## src/rtl/camera_pkg.sv

```systemverilog
// Shared types and default constants for the multi-row camera controller.
package camera_pkg;

    typedef enum logic [1:0] {
        StIdle,
        StExpose,
        StReadout
    } state_e;

    localparam int unsigned EXP_MIN_DEF    = 2;
    localparam int unsigned EXP_MAX_DEF    = 30;
    localparam int unsigned EXP_RESET_DEF  = 2;
    localparam int unsigned ADC_CYCLES_DEF = 2;

    // Counter width able to hold 0..n-1, never narrower than one bit.
    function automatic int unsigned cnt_w(input int unsigned n);
        return (n <= 1) ? 1 : $clog2(n);
    endfunction

endpackage

```

## src/rtl/camera_exp_reg.sv

```systemverilog
// Saturating up/down exposure setting register.
// value_next is exported so a capture starting this cycle can use the updated setting.
module camera_exp_reg #(
    parameter int unsigned EXP_W     = 5,
    parameter int unsigned EXP_MIN   = 2,
    parameter int unsigned EXP_MAX   = 30,
    parameter int unsigned EXP_RESET = 2
) (
    input  logic             clk,
    input  logic             rst,
    input  logic             en,
    input  logic             inc,
    input  logic             dec,
    output logic [EXP_W-1:0] value,
    output logic [EXP_W-1:0] value_next
);

    localparam logic [EXP_W-1:0] MinV   = EXP_W'(EXP_MIN);
    localparam logic [EXP_W-1:0] MaxV   = EXP_W'(EXP_MAX);
    localparam logic [EXP_W-1:0] ResetV = EXP_W'(EXP_RESET);

    logic [EXP_W-1:0] value_q;

    // Next setting: single-step adjust with saturation; both requests cancel.
    always_comb begin
        value_next = value_q;
        if (en && inc && !dec && (value_q < MaxV)) begin
            value_next = value_q + EXP_W'(1);
        end else if (en && dec && !inc && (value_q > MinV)) begin
            value_next = value_q - EXP_W'(1);
        end
    end

    // Setting register.
    always_ff @(posedge clk or posedge rst) begin
        if (rst) begin
            value_q <= ResetV;
        end else begin
            value_q <= value_next;
        end
    end

    assign value = value_q;

endmodule

```

## src/rtl/camera_controller_multirow.sv

```systemverilog
// Exposure/readout sequencer: Erase (idle) -> Expose -> per-row readout slots.
// Optional macro AUTO_REARM_EN enables continuous capture with an Init-driven stop flag.
module camera_controller_multirow
    import camera_pkg::*;
#(
    parameter int unsigned NUM_ROWS   = 2,
    parameter int unsigned EXP_W      = 5,
    parameter int unsigned EXP_MIN    = EXP_MIN_DEF,
    parameter int unsigned EXP_MAX    = EXP_MAX_DEF,
    parameter int unsigned EXP_RESET  = EXP_RESET_DEF,
    parameter int unsigned ADC_CYCLES = ADC_CYCLES_DEF
) (
    input  logic                Clk,
    input  logic                Reset,
    input  logic                Init,
    input  logic                Exp_increase,
    input  logic                Exp_decrease,
    output logic [NUM_ROWS-1:0] NRE,
    output logic                ADC,
    output logic                Expose,
    output logic                Erase,
    output logic [EXP_W-1:0]    Exp_time
);

    localparam int unsigned SLOT_LEN = ADC_CYCLES + 2;
    localparam int unsigned SLOT_W   = cnt_w(SLOT_LEN);
    localparam int unsigned ROW_W    = cnt_w(NUM_ROWS);

    localparam logic [SLOT_W-1:0] SlotLast = SLOT_W'(SLOT_LEN - 1);
    localparam logic [SLOT_W-1:0] AdcLast  = SLOT_W'(ADC_CYCLES);
    localparam logic [ROW_W-1:0]  RowLast  = ROW_W'(NUM_ROWS - 1);

    state_e             state_q, state_d;
    logic [EXP_W-1:0]   exp_cnt_q, exp_cnt_d;
    logic [ROW_W-1:0]   row_q, row_d;
    logic [SLOT_W-1:0]  slot_q, slot_d;
    logic [EXP_W-1:0]   exp_next;
    logic               exp_en;
    logic               start;
`ifdef AUTO_REARM_EN
    logic               stop_q, stop_d;
    logic               rearm_q, rearm_d;
`endif

    // Setting may only move while idle and not being consumed by a capture request.
    assign exp_en = (state_q == StIdle) && !Init;

    camera_exp_reg #(
        .EXP_W     (EXP_W),
        .EXP_MIN   (EXP_MIN),
        .EXP_MAX   (EXP_MAX),
        .EXP_RESET (EXP_RESET)
    ) u_exp_reg (
        .clk        (Clk),
        .rst        (Reset),
        .en         (exp_en),
        .inc        (Exp_increase),
        .dec        (Exp_decrease),
        .value      (Exp_time),
        .value_next (exp_next)
    );

    // State and counter registers.
    always_ff @(posedge Clk or posedge Reset) begin
        if (Reset) begin
            state_q   <= StIdle;
            exp_cnt_q <= '0;
            row_q     <= '0;
            slot_q    <= '0;
`ifdef AUTO_REARM_EN
            stop_q    <= 1'b0;
            rearm_q   <= 1'b0;
`endif
        end else begin
            state_q   <= state_d;
            exp_cnt_q <= exp_cnt_d;
            row_q     <= row_d;
            slot_q    <= slot_d;
`ifdef AUTO_REARM_EN
            stop_q    <= stop_d;
            rearm_q   <= rearm_d;
`endif
        end
    end

    // Next-state and counter sequencing.
    always_comb begin
        state_d   = state_q;
        exp_cnt_d = exp_cnt_q;
        row_d     = row_q;
        slot_d    = slot_q;
`ifdef AUTO_REARM_EN
        stop_d    = stop_q;
        rearm_d   = rearm_q;
        start     = Init || rearm_q;
`else
        start     = Init;
`endif
        unique case (state_q)
            StIdle: begin
`ifdef AUTO_REARM_EN
                rearm_d = 1'b0;
`endif
                if (start) begin
                    state_d   = StExpose;
                    // exp_next equals Exp_time unless a rearm cycle adjusted it.
                    exp_cnt_d = exp_next;
                    row_d     = '0;
                    slot_d    = '0;
                end
            end
            StExpose: begin
`ifdef AUTO_REARM_EN
                if (Init) stop_d = 1'b1;
`endif
                if (exp_cnt_q <= EXP_W'(1)) begin
                    state_d = StReadout;
                    row_d   = '0;
                    slot_d  = '0;
                end else begin
                    exp_cnt_d = exp_cnt_q - EXP_W'(1);
                end
            end
            StReadout: begin
`ifdef AUTO_REARM_EN
                if (Init) stop_d = 1'b1;
`endif
                if (slot_q == SlotLast) begin
                    slot_d = '0;
                    if (row_q == RowLast) begin
                        state_d = StIdle;
                        row_d   = '0;
`ifdef AUTO_REARM_EN
                        rearm_d = !(stop_q || Init);
                        stop_d  = 1'b0;
`endif
                    end else begin
                        row_d = row_q + ROW_W'(1);
                    end
                end else begin
                    slot_d = slot_q + SLOT_W'(1);
                end
            end
            default: state_d = StIdle;
        endcase
    end

    // Output decode from registered state, row and slot.
    always_comb begin
        NRE    = '1;
        ADC    = 1'b0;
        Expose = 1'b0;
        Erase  = 1'b0;
        unique case (state_q)
            StIdle:   Erase  = 1'b1;
            StExpose: Expose = 1'b1;
            StReadout: begin
                for (int r = 0; r < NUM_ROWS; r++) begin
                    NRE[r] = (row_q != ROW_W'(r));
                end
                ADC = (slot_q != '0) && (slot_q <= AdcLast);
            end
            default: ;
        endcase
    end

endmodule

```

## config.mk

```make
export PLATFORM = sky130hd
export DESIGN_NAME = camera_controller_multirow
export DESIGN_NICKNAME = d
export VERILOG_FILES = /design/src/rtl/camera_pkg.sv /design/src/rtl/camera_exp_reg.sv /design/src/rtl/camera_controller_multirow.sv
export SDC_FILE = /design/constraint.sdc
export NUM_CORES = 1
export LEC_CHECK = 0
export CAP_MARGIN = 20
export CORE_UTILIZATION = 49
export DETAILED_ROUTE_END_ITERATION = 8
export GPL_TIMING_DRIVEN = 0
export PLACE_DENSITY_LB_ADDON = 0.05
export SYNTH_ARGS = -nofsm -noshare
export SYNTH_HDL_FRONTEND = slang
export SYNTH_HIERARCHICAL = 1
export SYNTH_SLANG_ARGS = --single-unit
```

## constraint.sdc

```tcl
create_clock -name Clk -period 2.4 [get_ports Clk]
set_input_delay 0.72 -clock Clk [delete_from_list [all_inputs] [get_ports Clk]]
set_output_delay 0.72 -clock Clk [all_outputs]
set_load 0.005 [all_outputs]
```

Word level (Yosys, flattened, before mapping)
Index checks and enable logic that the tools add are counted.
{"block": "totals", "reg_bits": 15, "latchBits": 0, "mem_bits_rw": 0, "romBits": 0, "in_bits": 5, "output_inout_bits": 10, "n_memories": 0}
{"block": "classes", "add_sub_neg": 5, "multipliers": 0, "n_div": 0, "n_lt_le_gt_ge": 4, "n_eq_ne": 8, "n_shift": 0, "n_mux": 23, "bitwise_logic": 1, "n_reduce_logical": 19}
{"op": "$mux W5", "count": 4}
{"op": "$mux W2", "count": 8}
{"op": "$pmux W2 S3", "count": 2}
{"op": "$ne A2 B2 Y1 const B", "count": 5}
{"op": "$pmux W5 S2", "count": 1}
{"op": "$sub A5 B1 Y5 const B", "count": 2}
{"op": "$logic_and A1 B1 Y1", "count": 8}
{"op": "$reduce_and A4 Y1", "count": 2}
{"op": "$mux W1", "count": 7}
{"op": "$reduce_and A3 Y1", "count": 2}
{"op": "$add A5 B1 Y5 const B", "count": 1}
{"op": "$gt A5 B2 Y1 const B", "count": 1}
{"op": "$le A5 B1 Y1 const B", "count": 1}
{"op": "$lt A5 B5 Y1 const B", "count": 1}
{"op": "$eq A2 B2 Y1 const B", "count": 2}
{"op": "$reduce_bool A2 Y1", "count": 2}
{"op": "$logic_not A1 Y1", "count": 3}
{"op": "$pmux W1 S3", "count": 1}
{"op": "$reduce_bool A3 Y1", "count": 1}
{"op": "$add A2 B1 Y2 const B", "count": 1}
{"op": "$eq A2 B1 Y1 const B", "count": 1}
{"op": "$le A2 B2 Y1 const B", "count": 1}
{"op": "$logic_not A2 Y1", "count": 1}
{"op": "$add A1 B1 Y1 const B", "count": 1}
{"op": "$not A1 Y1", "count": 1}

Logic depth before layout (Yosys ltp)
Gate-level depths: netlist of the first run.
{"block": "logic_depth", "depth_word": 9, "depth_mapped": 8}

Modules after synthesis
Netlist of the first run, hierarchy kept.
{"module": "camera_controller_multirow", "n_inst": 1, "cells_per_inst": 73, "area_per_inst_um2": 693.2}
{"module": "camera_exp_reg", "n_inst": 1, "cells_per_inst": 40, "area_per_inst_um2": 367.9}

Least setup slack after synthesis of the first run
OpenSTA, ideal clock, no wires.
{"block": "synth_path", "path_type": "input port to flip-flop", "start": "in Init", "end": "reg exp_cnt_q[4]", "setup_ns": 0.121, "arrival_ns": 2.202, "required_time_ns": 2.279, "setup_slack_ns": 0.077, "stages": 7, "n_path_buf": 0, "cell_sequence": "nor3_1 -> and3b_1 -> nand3_1 -> o22ai_1 -> xor2_1 -> mux2_4 -> a22o_1"}
{"block": "synth_between", "elab_chain_len": 9}
{"item": "start: declaration", "line_no": "camera_controller_multirow.sv:15", "text": "input logic Init,"}
{"item": "$logic_not A1 Y1 (*)", "line_no": "camera_controller_multirow.sv:46", "text": "assign exp_en = (state_q == StIdle) && !Init;"}
{"item": "$logic_and A1 B1 Y1 (*)", "line_no": "camera_controller_multirow.sv:46"}
{"item": "$logic_and A1 B1 Y1 (3 in a row)", "line_no": "camera_exp_reg.sv:29", "text": "end else if (en && dec && !inc && (value_q > MinV)) begin"}
{"item": "$mux W5", "line_no": "camera_exp_reg.sv:29"}
{"item": "$mux W5 (*)", "line_no": "camera_exp_reg.sv:27", "text": "if (en && inc && !dec && (value_q < MaxV)) begin"}
{"item": "net exp_next[4]", "line_no": "camera_controller_multirow.sv:37", "text": "logic [EXP_W-1:0] exp_next;"}
{"item": "$mux W5 (*)", "line_no": "camera_controller_multirow.sv:104", "text": "if (start) begin"}
{"item": "$pmux W5 S2 (*)", "line_no": "camera_controller_multirow.sv:99", "text": "unique case (state_q)"}
{"item": "end signal: assignment", "line_no": "camera_controller_multirow.sv:76", "text": "exp_cnt_q <= exp_cnt_d;"}
{"item": "end: declaration", "line_no": "camera_controller_multirow.sv:34", "text": "logic [EXP_W-1:0] exp_cnt_q, exp_cnt_d;"}
Mark *: on every way through the listed nets, which the timed path passes. The rest lies on a longest branch. The select of a mux whose other input is x is not followed.
A chain may end at the register's enable or synchronous reset.

Worst setup path after layout of the first run
{"block": "layout_path", "start": "reg state_q[1]", "end": "out Expose"}
{"block": "layout_between", "elab_chain_len": 2}
{"item": "start: declaration", "line_no": "camera_controller_multirow.sv:33", "text": "state_e state_q, state_d;"}
{"item": "start signal: assignment", "line_no": "camera_controller_multirow.sv:66", "text": "state_q <= StIdle;"}
{"item": "start signal: assignment", "line_no": "camera_controller_multirow.sv:75", "text": "state_q <= state_d;"}
{"item": "$eq A2 B1 Y1", "line_no": "camera_controller_multirow.sv:154", "text": "unique case (state_q)"}
{"item": "$mux W1", "line_no": "camera_controller_multirow.sv:154"}
{"item": "end: declaration", "line_no": "camera_controller_multirow.sv:20", "text": "output logic Expose,"}
Every way passes these cells.

==> metrics.md, run 1 <==
| Metric | Value |
|---|---|
| Synthesis-to-finish area growth | `31.6%` |
| P_leak | `0.000641 uW` |
| Pin count of the biggest net entering global routing | `11` |
| Die Width | `48.5 um` |
| Hold buffers post-CTS | `0` |
| Root Driver | `clkbuf_4` |
| Period minus WS final | `2.30 ns` |
| Setup crit start kind | `flip-flop` |
| Finished Layout Cells | `171` |
| Final Skew | `0.00208 ns` |
| Critical Path End | `Expose` |
| Met2 Use GR | `40.1%` |
| Most used cell, CP | `buf_4` |
| Distinct cell type count after synthesis | `48` |
| Worst path bufs/invs | `3` |
| Delay-heaviest family, CP | `buffers and inverters` |
| Final instance area | `0.00140 sq mm` |
| Number of top-level pins | `15` |
| Gp weighted congestion | `0.887` |
| Pwr dens | `1310 mW/mm^2` |
| Syn Area/Cell | `9.39 sq um` |
| Crit path largest cell delay | `0.48 ns` |
| H-Tree Depth | `1` |
| Register area share after synthesis | `35.5%` |
| Initial core utilization | `53.0%` |
| Worst Setup End Kind | `output pin` |
| CTS tree | `yes` |
| Initial antenna violation count | `0` |
| Inserted Clock Buffers | `3` |
| Vias in the first global route | `949` |
| #FFs+latches synth | `15` |
| Cells along the critical path | `buf_4, nor2b_1, buf_4, clkdlybuf4s50_1` |
| Slew headroom | `71.8%` |
| Worst Tran Pin Value | `0.423 ns` |
| Placed cell areas | `0.00123 sq mm` |
| Via Count | `984` |
| Slew Limit Fails | `0` |
| Layout Nets | `155` |
| Core Rows | `16` |
| Most common cell after layout, fill and taps aside | `buf_4` |
| First-pass iteration count of the detailed router | `4` |
| Met1 usage | `30.2%` |
| Syn nets | `123` |
| Max-cap violation count | `0` |
| Post-Syn Area | `0.00106 sq mm` |
| Worst reg2reg path depth | `9` |
| Largest family of logic cells by synthesized area | `simple AND/OR/NAND/NOR gates` |
| Top_reg_cell synth | `dfrtp_1` |
| Total grt overflow | `0` |
| R2r setup slk | `0.23 ns` |
| DRC violations left | `0` |
| CTS clk-pin slew, worst paths | `0.09 ns` |
| Tot GR Track Use | `22.8%` |
| Worst min path class | `flip-flop to flip-flop` |
| Compound-Gate Fraction of Synth Area | `21.3%` |
| Routed Antenna Nets | `0` |
| Max Root-Sink Buffers | `2` |
| Top Usage Layer GRT | `met2` |
| Levels on crit path | `4` |
| FMAX | `0.436 GHz` |
| Cell count after synthesis | `113` |
| DR iter-0 viols | `33` |
| CP max stage cell | `clkdlybuf4s50_1` |
| Number of buffers added on ports | `14` |
| XOR/XNOR Fraction of Synth Area | `2.48%` |
| EDFF count, synth | `0` |
| Mux share of post-synthesis cell area | `5.19%` |
| Setup-failing EPs final | `0` |
| Grt met3 use | `4.72%` |
| Placed cell count | `154` |
| Post-synthesis simple-gate area fraction | `23.9%` |
| Launch point of the worst path | `state_q[1]$_DFFE_PP0P_` |
| Worst path required time | `1.68 ns` |
| Detail Placement HPWL | `1.77 mm` |
| Adder-Cell Fraction of Synth Area | `5.90%` |
| Final hold violations | `0` |
| Worst R2R End | `exp_cnt_q[4]$_DFFE_PP0P_` |
| Clock sinks | `15` |
| Critical Path Fanout Max | `2` |
| Kind of critical path | `flip-flop to output pin` |
| Die H | `48.5 um` |
| Worst vdd ir | `0.789 mV` |
| Share of layout cells above drive strength 1 | `22.9%` |
| Fin crit share | `95.6%` |
| Inserted Diodes | `0` |
| RSZ-0062 raised after global routing | `no` |
| Vias per cell | `5.75` |
| Routed len/inst | `14.9 um` |
| Ys Warns | `6` |
| First-pass GRT wire length | `4.20 mm` |
| Reg-to-Reg Start | `state_q[0]$_DFFE_PP0P_` |
| Total Negative Setup Slacks | `0 ns` |
| Worst-skew pair later-pin latency | `0.28 ns` |
| Final WL | `2.55 mm` |
| Worst endpoint data arrival time | `1.58 ns` |
| Die Area | `0.00236 sq mm` |
| Most frequent cells in the layout | `buf_4, dfrtp_1, clkdlybuf4s50_1, inv_1, nand2_1` |
| Core Box Area | `0.00200 sq mm` |
| FFs w/ async S/R, synth | `100%` |
| Status | `finished, final reports clean` |
| Design Power | `1830 uW` |
power breakdown:
group | internal (uW) | total, uW | switching (uW)
sequential | 372 | 512 | 140
combinational | 622 | 1170 | 553
clock | 64.6 | 145 | 80.3
layer usage:
metal	wire, um	vias to the layer above	part of all wire [%]
met5	0	-	0
met4	0	0	0
met3	127	0	5.0
met2	1190	25	47
met1	1230	481	48
li1	-	478	-
what timing repair did:
| action | 4_1_cts | 5_1_grt |
|---|---|---|
| gates resized for setup | 7 | 8 |
| endpoints found under the setup margin | 11 | 2 |
| pin swaps | 1 | 0 |
| setup buffers | 6 | 7 |
through the flow:
stage	worst slack (ns)	utilization (%)	hold WS, ns
finish	0.105	69.8	0.565
global route	0.0373	69.8	0.611
CTS	0.0105	66.3	0.532
detailed placement	-0.823	61.7	0.519
global placement	-0.748	61.7	0.503
floorplan	0.0766	-	0.484
worst register-to-register path, delay by kind of cell, from the launching register on:
family                 cells  cell delay [ns]
AO/OA/AOI/OAI              2             0.39
XOR/XNOR                   1             0.11
buffers and inverters      2             0.30
flip-flops                 1             0.43
AND/OR/NAND/NOR            3             0.56
multiplexers               1             0.28
kinds of logic after synthesis:
group | count (synthesis)
flip-flops | 15
XOR/XNOR | 3
buffers and inverters | 13
adder cells (fa/ha/maj) | 5
multiplexers | 5
AO/OA/AOI/OAI | 29
AND/OR/NAND/NOR | 43
worst min-delay path by stage:
| stage | slack, ns | start | to | cells after the start |
|---|---|---|---|---|
| 2_1_floorplan | 0.48 | row_q$_DFFE_PP0P_ | row_q$_DFFE_PP0P_ | 1 |
| 3_3_place_gp | 0.50 | row_q$_DFFE_PP0P_ | row_q$_DFFE_PP0P_ | 1 |
| 3_5_place_dp | 0.52 | row_q$_DFFE_PP0P_ | row_q$_DFFE_PP0P_ | 1 |
| 4_1_cts | 0.53 | row_q$_DFFE_PP0P_ | row_q$_DFFE_PP0P_ | 1 |
| 5_1_grt | 0.61 | row_q$_DFFE_PP0P_ | row_q$_DFFE_PP0P_ | 1 |
| 6_report | 0.56 | row_q$_DFFE_PP0P_ | row_q$_DFFE_PP0P_ | 1 |
flip-flops by register name, summed over array words and instances, names as in the netlist:
signal,flops
row_q,1
exp_cnt_q,5
slot_q,2
state_q,2
u_exp_reg/value,5
final cells by class:
class / instances / area (sq um)
Buffer: 4 / 41.3
Timing Repair Buffer: 27 / 239
Inverter: 9 / 33.8
Fill cell: 171 / 606
Sequential cell: 15 / 378
Clock buffer: 4 / 26.3
Tap cell: 27 / 33.8
Multi-Input combinational cell: 85 / 644
cell usage after synthesis, drive strengths merged, types with 2 or more instances:
cell / count / share of area, %
o21ai: 2 / 0.94
nand3: 4 / 1.9
nor2b: 4 / 2.6
nand3b: 3 / 2.1
ha: 5 / 5.9
nor3: 7 / 3.8
nand2: 9 / 3.2
dfrtp: 14 / 33
a311oi: 3 / 4.1
inv: 9 / 3.2
xor2: 2 / 1.7
mux2i: 4 / 3.8
buf: 4 / 2.5
nand2b: 2 / 1.2
a31oi: 2 / 1.2
a21oi: 8 / 3.8
o221ai: 2 / 1.7
and3b: 3 / 2.5
nor2: 3 / 1.3
Power figures use the tool's default switching activity.
==> run 2, diff against run 1 <==
==> constraint.sdc (replaced) <==
create_clock -name Clk -period 2.2 [get_ports Clk]
set_input_delay 0.66 -clock Clk [delete_from_list [all_inputs] [get_ports Clk]]
set_output_delay 0.66 -clock Clk [all_outputs]
set_load 0.005 [all_outputs]
==> run 2 against run 1 <==
  * Total power increased by 5.3%
  * Clock power increased by 16%
  * Via count fell by 0.51%
  * Combinational power about the same
  * Sequential share of layout area rose by 0.22 points
  * Clock skew up 0.0046 ns
  * Hold slack worse by 0.014 ns
  * Register-to-register slack worse by 0.06 ns
  * Routed wire length shrank 4.5%
  * Core utilization shrank 0.56 points
  * Largest cell class unchanged
  * Highest routed layer is now met4
==> metrics.md, run 2 (synthesized netlist as in run 1, its figures left out) <==
| Metric | Value |
|---|---|
| Status | `finished, final reports clean` |
| Slew Limit Fails | `0` |
| Routed Antenna Nets | `0` |
| Vias in the first global route | `913` |
| Inserted Diodes | `0` |
| Layout Nets | `151` |
| Clock sinks | `15` |
| Via Count | `979` |
| Fin crit share | `96.4%` |
| Post-Route Hold Slack | `0.550 ns` |
| Fillers | `164` |
| Most common cell after layout, fill and taps aside | `dfrtp_1` |
| Die Area | `0.00236 sq mm` |
| Root Driver | `clkbuf_4` |
| Top Usage Layer GRT | `met2` |
| First-pass iteration count of the detailed router | `4` |
| Final hold violations | `0` |
| Worst Tran Pin Value | `0.405 ns` |
| P_leak | `0.000603 uW` |
| Worst endpoint data arrival time | `1.46 ns` |
| Core Box Area | `0.00200 sq mm` |
| Worst path required time | `1.54 ns` |
| Total grt overflow | `0` |
| Reg-to-Reg Start | `state_q[0]$_DFFE_PP0P_` |
| Setup-failing EPs final | `0` |
| Initial core utilization | `53.0%` |
| Worst-skew pair later-pin latency | `0.30 ns` |
| Final WL | `2.44 mm` |
| CTS clk-pin slew, worst paths | `0.10 ns` |
| Number of buffers added on ports | `14` |
| Gp weighted congestion | `0.846` |
| Setup crit start kind | `flip-flop` |
| Max Root-Sink Buffers | `2` |
| Most frequent cells in the layout | `dfrtp_1, buf_4, inv_1, nand2_1, clkdlybuf4s50_1` |
| Number of top-level pins | `15` |
| First-pass GRT wire length | `4.08 mm` |
| Vias per cell | `5.86` |
| Core Rows | `16` |
| Pin count of the biggest net entering global routing | `11` |
| DR iter-0 viols | `28` |
| CTS tree | `yes` |
| Met2 Use GR | `36.9%` |
| Synthesis-to-finish area growth | `30.5%` |
| H-Tree Depth | `1` |
| Critical Path Fanout Max | `10` |
| Placed cell count | `154` |
| Final Skew | `0.00665 ns` |
| Hold buffers post-CTS | `0` |
| Die Width | `48.5 um` |
| Launch point of the worst path | `state_q[0]$_DFFE_PP0P_` |
| Period minus WS final | `2.12 ns` |
| Die H | `48.5 um` |
| Routed len/inst | `14.6 um` |
| Max-cap violation count | `0` |
| DRC violations left | `0` |
| Worst min path class | `flip-flop to flip-flop` |
| Share of layout cells above drive strength 1 | `23.6%` |
| Initial antenna violation count | `0` |
| Worst Setup End Kind | `output pin` |
| FMAX | `0.472 GHz` |
| Grt met3 use | `5.66%` |
| Inserted Clock Buffers | `3` |
| Pwr dens | `1390 mW/mm^2` |
| Kind of critical path | `flip-flop to output pin` |
| Tot GR Track Use | `22.7%` |
| Detail Placement HPWL | `1.72 mm` |
| Worst vdd ir | `0.886 mV` |
| Slew headroom | `73.0%` |
| Hold_sp | `row_q$_DFFE_PP0P_` |
| Finished Layout Cells | `167` |
| Met1 usage | `29.8%` |
| RSZ-0062 raised after global routing | `no` |
-- run 2: worst paths after layout --
check / to / cells after the start / slack (ns)
max: Erase / 3 / 0.08
min: row_q$_DFFE_PP0P_ / 1 / 0.55
max reg2reg: exp_cnt_q[4]$_DFFE_PP0P_ / 8 / 0.17
min reg2reg: row_q$_DFFE_PP0P_ / 1 / 0.55
max in group asynchronous: state_q[0]$_DFFE_PP0P_ / 2 / 1.22
min in group asynchronous: u_exp_reg/value[3]$_DFF_PP0_ / 2 / 0.58
-- run 2: report_power, final --
part           total (uW)  switching [uW]  internal (uW)  leakage, uW
Combinational        1200             577            622     0.000402
Clock                 168            98.2           69.5    0.0000139
Sequential            561             156            406     0.000187
Total                1930             831           1100     0.000603
-- run 2: metrics by stage --
stage	TNS [ns]	setup WS (ns)	power [uW]	cell area [sq um]	utilization, %
6_report	0	0.0800	1930	1390	69.2
5_1_grt	0	0.0175	2080	1390	69.2
4_1_cts	0	0.0547	1910	1360	67.8
3_5_place_dp	-2.52	-0.647	1610	1240	61.9
3_3_place_gp	-2.32	-0.632	1590	1240	61.9
2_1_floorplan	0	0.118	1290	1070	-
-- run 2: layout make-up --
class                   instances  area, sq um  share of cell area [%]
plain buffers                   4         41.3                    2.98
clock buffers                   3         22.5                    1.63
clock inverters                 1         7.51                   0.542
inverters                       9         33.8                    2.44
multi-input cells              85          667                    48.1
flip-flops and latches         15          378                    27.3
well taps                      27         33.8                    2.44
repair buffers                 23          201                    14.5
-- run 2: what timing repair did --
item	in CTS	in global routing
buffers inserted	7	3
pin swaps	2	5
gates resized for setup	15	3
endpoints found under the setup margin	8	1
-- run 2: critical path, stage by stage, from the launching register on --
cell,delay (ns)
dfrtp_2,0.43
buf_6,0.15
nor2_1,0.08
clkdlybuf4s50_1,0.50
-- run 2: metal layers --
metal	vias up	wire, um
met1	470	1120
met3	6	128
met4	0	34
met5	-	0
li1	470	-
met2	33	1160
==> edit, RTL diff (flow settings as in run 2) <==
The option `AUTO_REARM_EN` is turned on by a define.
--- a/src/rtl/camera_controller_multirow.sv
+++ b/src/rtl/camera_controller_multirow.sv
@@ -2,2 +2,4 @@
 // Optional macro AUTO_REARM_EN enables continuous capture with an Init-driven stop flag.
+`define AUTO_REARM_EN
+
 module camera_controller_multirow
Behaviour: same outputs for any inputs over 10 cycles, from zero or initial values and one cycle with Reset high; that may be too few to reach the edited logic, so the function may still have changed.
==> edit against run 2 <==
- largest power group unchanged
- synthesized area grew 10%
- total power is 0.60% higher
- worst setup slack improved by 0.034 ns
- critical endpoint is now Exp_time[1]
- cell area grew 4.7%
- cell count up 3.6%
- sequential cell count up 2
- clock skew decreased by 0.0060 ns
- wire length shrank 4.4%
- die area up 9.9%
==> edit: results (changes against run 2) <==
Routing
  • Final wirelength: 2.33 mm (was 2.44 mm)
  • Met2 WL: 1.14 mm (was 1.16 mm)
  • WL met1: 1.07 mm (was 1.12 mm)
  • DR iter-0 viols: 21 (was 28)
  • ANT nets after route: 0 (unchanged)
  • Met3 wire length: 85 µm (was 128 µm)

GRT
  • Largest net degree at the start of global routing: 13 (was 11)
  • GRT Overall Usage: 21.6% (was 22.7%)
  • Vias in the first global route: 960 (was 913)
  • First-pass GRT wire length: 4.17 mm (was 4.08 mm)

Cells and area
  • Area grow syn2layout: 23.8% (was 30.5%)
  • Number of fill cells: 182 (was 164)
  • Final nets: 160 (was 151)
  • Fraction of layout cells with a size suffix above 1: 20.7% (was 23.6%)

Critical path
  • Top delay family on crit path: flip-flops (was buffers and inverters)
  • Worst Reg-to-Reg Cells: 7 (was 8)
  • Arrival time of the worst setup path: 1.43 ns (was 1.46 ns)
  • Slowest library cell on the worst path: dfstp_2 (was clkdlybuf4s50_1)
  • Critical path peak fanout: 8 (was 10)
  • R2R setup slack: 0.23 ns (was 0.17 ns)
  • Crit path from: u_exp_reg/value[1] (was state_q[0])
  • Worst r2r dst: slot_q[0] (was exp_cnt_q[4])
  • Slowest stage delay, CP: 0.61 ns (was 0.50 ns)

Logic synthesis
  • Cell variety after synth: 47 (was 48)
  • Synth top area cells: dfrtp_1 (34%), ha_1 (9.6%), nand3_1 (3.8%) (was dfrtp_1 (33%), ha_1 (5.9%), a21oi_1 (3.8%))
  • Post-synth top cells: dfrtp_1 (16), inv_1 (11), ha_1 (9), nand3_1 (9) (was dfrtp_1 (14), inv_1 (9), nand2_1 (9))
  • Register area share after synthesis: 36.4% (was 35.5%)
  • Synth Net Count: 137 (was 123)

Min path
  • HP Start: stop_q (was row_q)
  • Hold EP: rearm_q (was row_q)

Power and ir drop
  • Leak Pwr: 0.000670 µW (was 0.000603 µW)
  • Peak VDD IR: 0.847 mV (was 0.886 mV)

Placed design
  • Placed inst area: 1350 µm² (was 1240 µm²)
  • Post-place setup slack: -0.264 ns (was -0.647 ns)
  • Detailed Place HPWL: 1.73 mm (was 1.72 mm)
  • GPL Wtd Cong: 0.832 (was 0.846)

STA
  • Post-route clock skew: 0.000656 ns (was 0.00665 ns)
  • Slew margin rel.: 66.5% (was 73.0%)

Floorplan
  • Chip Width: 50.9 µm (was 48.5 µm)

CTS
  • H-tree Lvls: 1 (unchanged)

Outcome
  • Outcome: complete, no violations (unchanged)
[edit: cell types whose count changed after synthesis, moves of 3 or more]
cell,run 2,this run
mux2i_1,4,1
ha_1,5,9
nor2_1,2,8
a21oi_1,8,5
nor3_1,6,3
nand3_1,4,9
[edit: report_power, final]
part           internal (µW)  switching (µW)  total, µW
clock network           70.6            99.2        170
registers                435             161        596
logic                    607             567       1170
total                   1110             826       1940
[edit: cell families (layout without fill, tap and decap cells)]
logic type	count (synthesis)	after routing	share of synthesized area (%)
buffers and inverters	13	35	4.91
adder cells (fa/ha/maj)	9	9	9.62
XOR/XNOR	3	3	2.24
AND/OR/NAND/NOR	49	49	23.9
AO/OA/AOI/OAI	28	28	18.5
flip-flops	17	17	36.4
multiplexers	4	4	4.38
[edit: layout make-up]
class                           instances  share of cell area [%]
Timing Repair Buffer                   18                    12.1
Sequential cell                        17                    29.5
Buffer                                  2                    1.12
Clock buffer                            4                    1.81
Inverter                               11                    2.85
Multi-Input combinational cell         93                    50.2
Tap cell                               28                    2.42
[edit: how the worst max path moves through the flow]
stage              endpoint  slack (ns)  depth (start not counted)
2_1_floorplan  exp_cnt_q[3]        0.35                          8
3_3_place_gp   exp_cnt_q[4]       -0.22                          8
3_5_place_dp   exp_cnt_q[4]       -0.26                          8
4_1_cts              Expose        0.02                          3
5_1_grt        exp_cnt_q[4]      -0.007                          8
6_report        Exp_time[1]        0.11                          1
[edit: timing repair]
| item | CTS | global route |
|---|---|---|
| buffers inserted | 3 | 1 |
| gates resized for setup | 8 | 8 |
| pin swaps | 0 | 1 |
| endpoints found under the setup margin | 4 | 6 |
| endpoints found under the hold margin | 0 | 0 |
[edit: layer usage]
metal	up-vias	GRT usage (%)
met3	5	4.17
met2	25	35.8
met5	-	0
met4	0	7.41
li1	493	-
met1	472	28.2
[edit: metrics by stage]
| step | power (µW) | cells | setup TNS, ns | hold WS, ns |
|---|---|---|---|---|
| 6_report | 1940 | 173 | 0 | 0.459 |
| 4_1_cts | 1930 | 172 | 0 | 0.464 |
| 5_1_grt | 2120 | 173 | -0.00664 | 0.487 |
| 3_5_place_dp | 1670 | 165 | -1.03 | 0.450 |
| 2_1_floorplan | 1350 | 123 | 0 | 0.431 |
| 3_3_place_gp | 1660 | 165 | -0.839 | 0.442 |
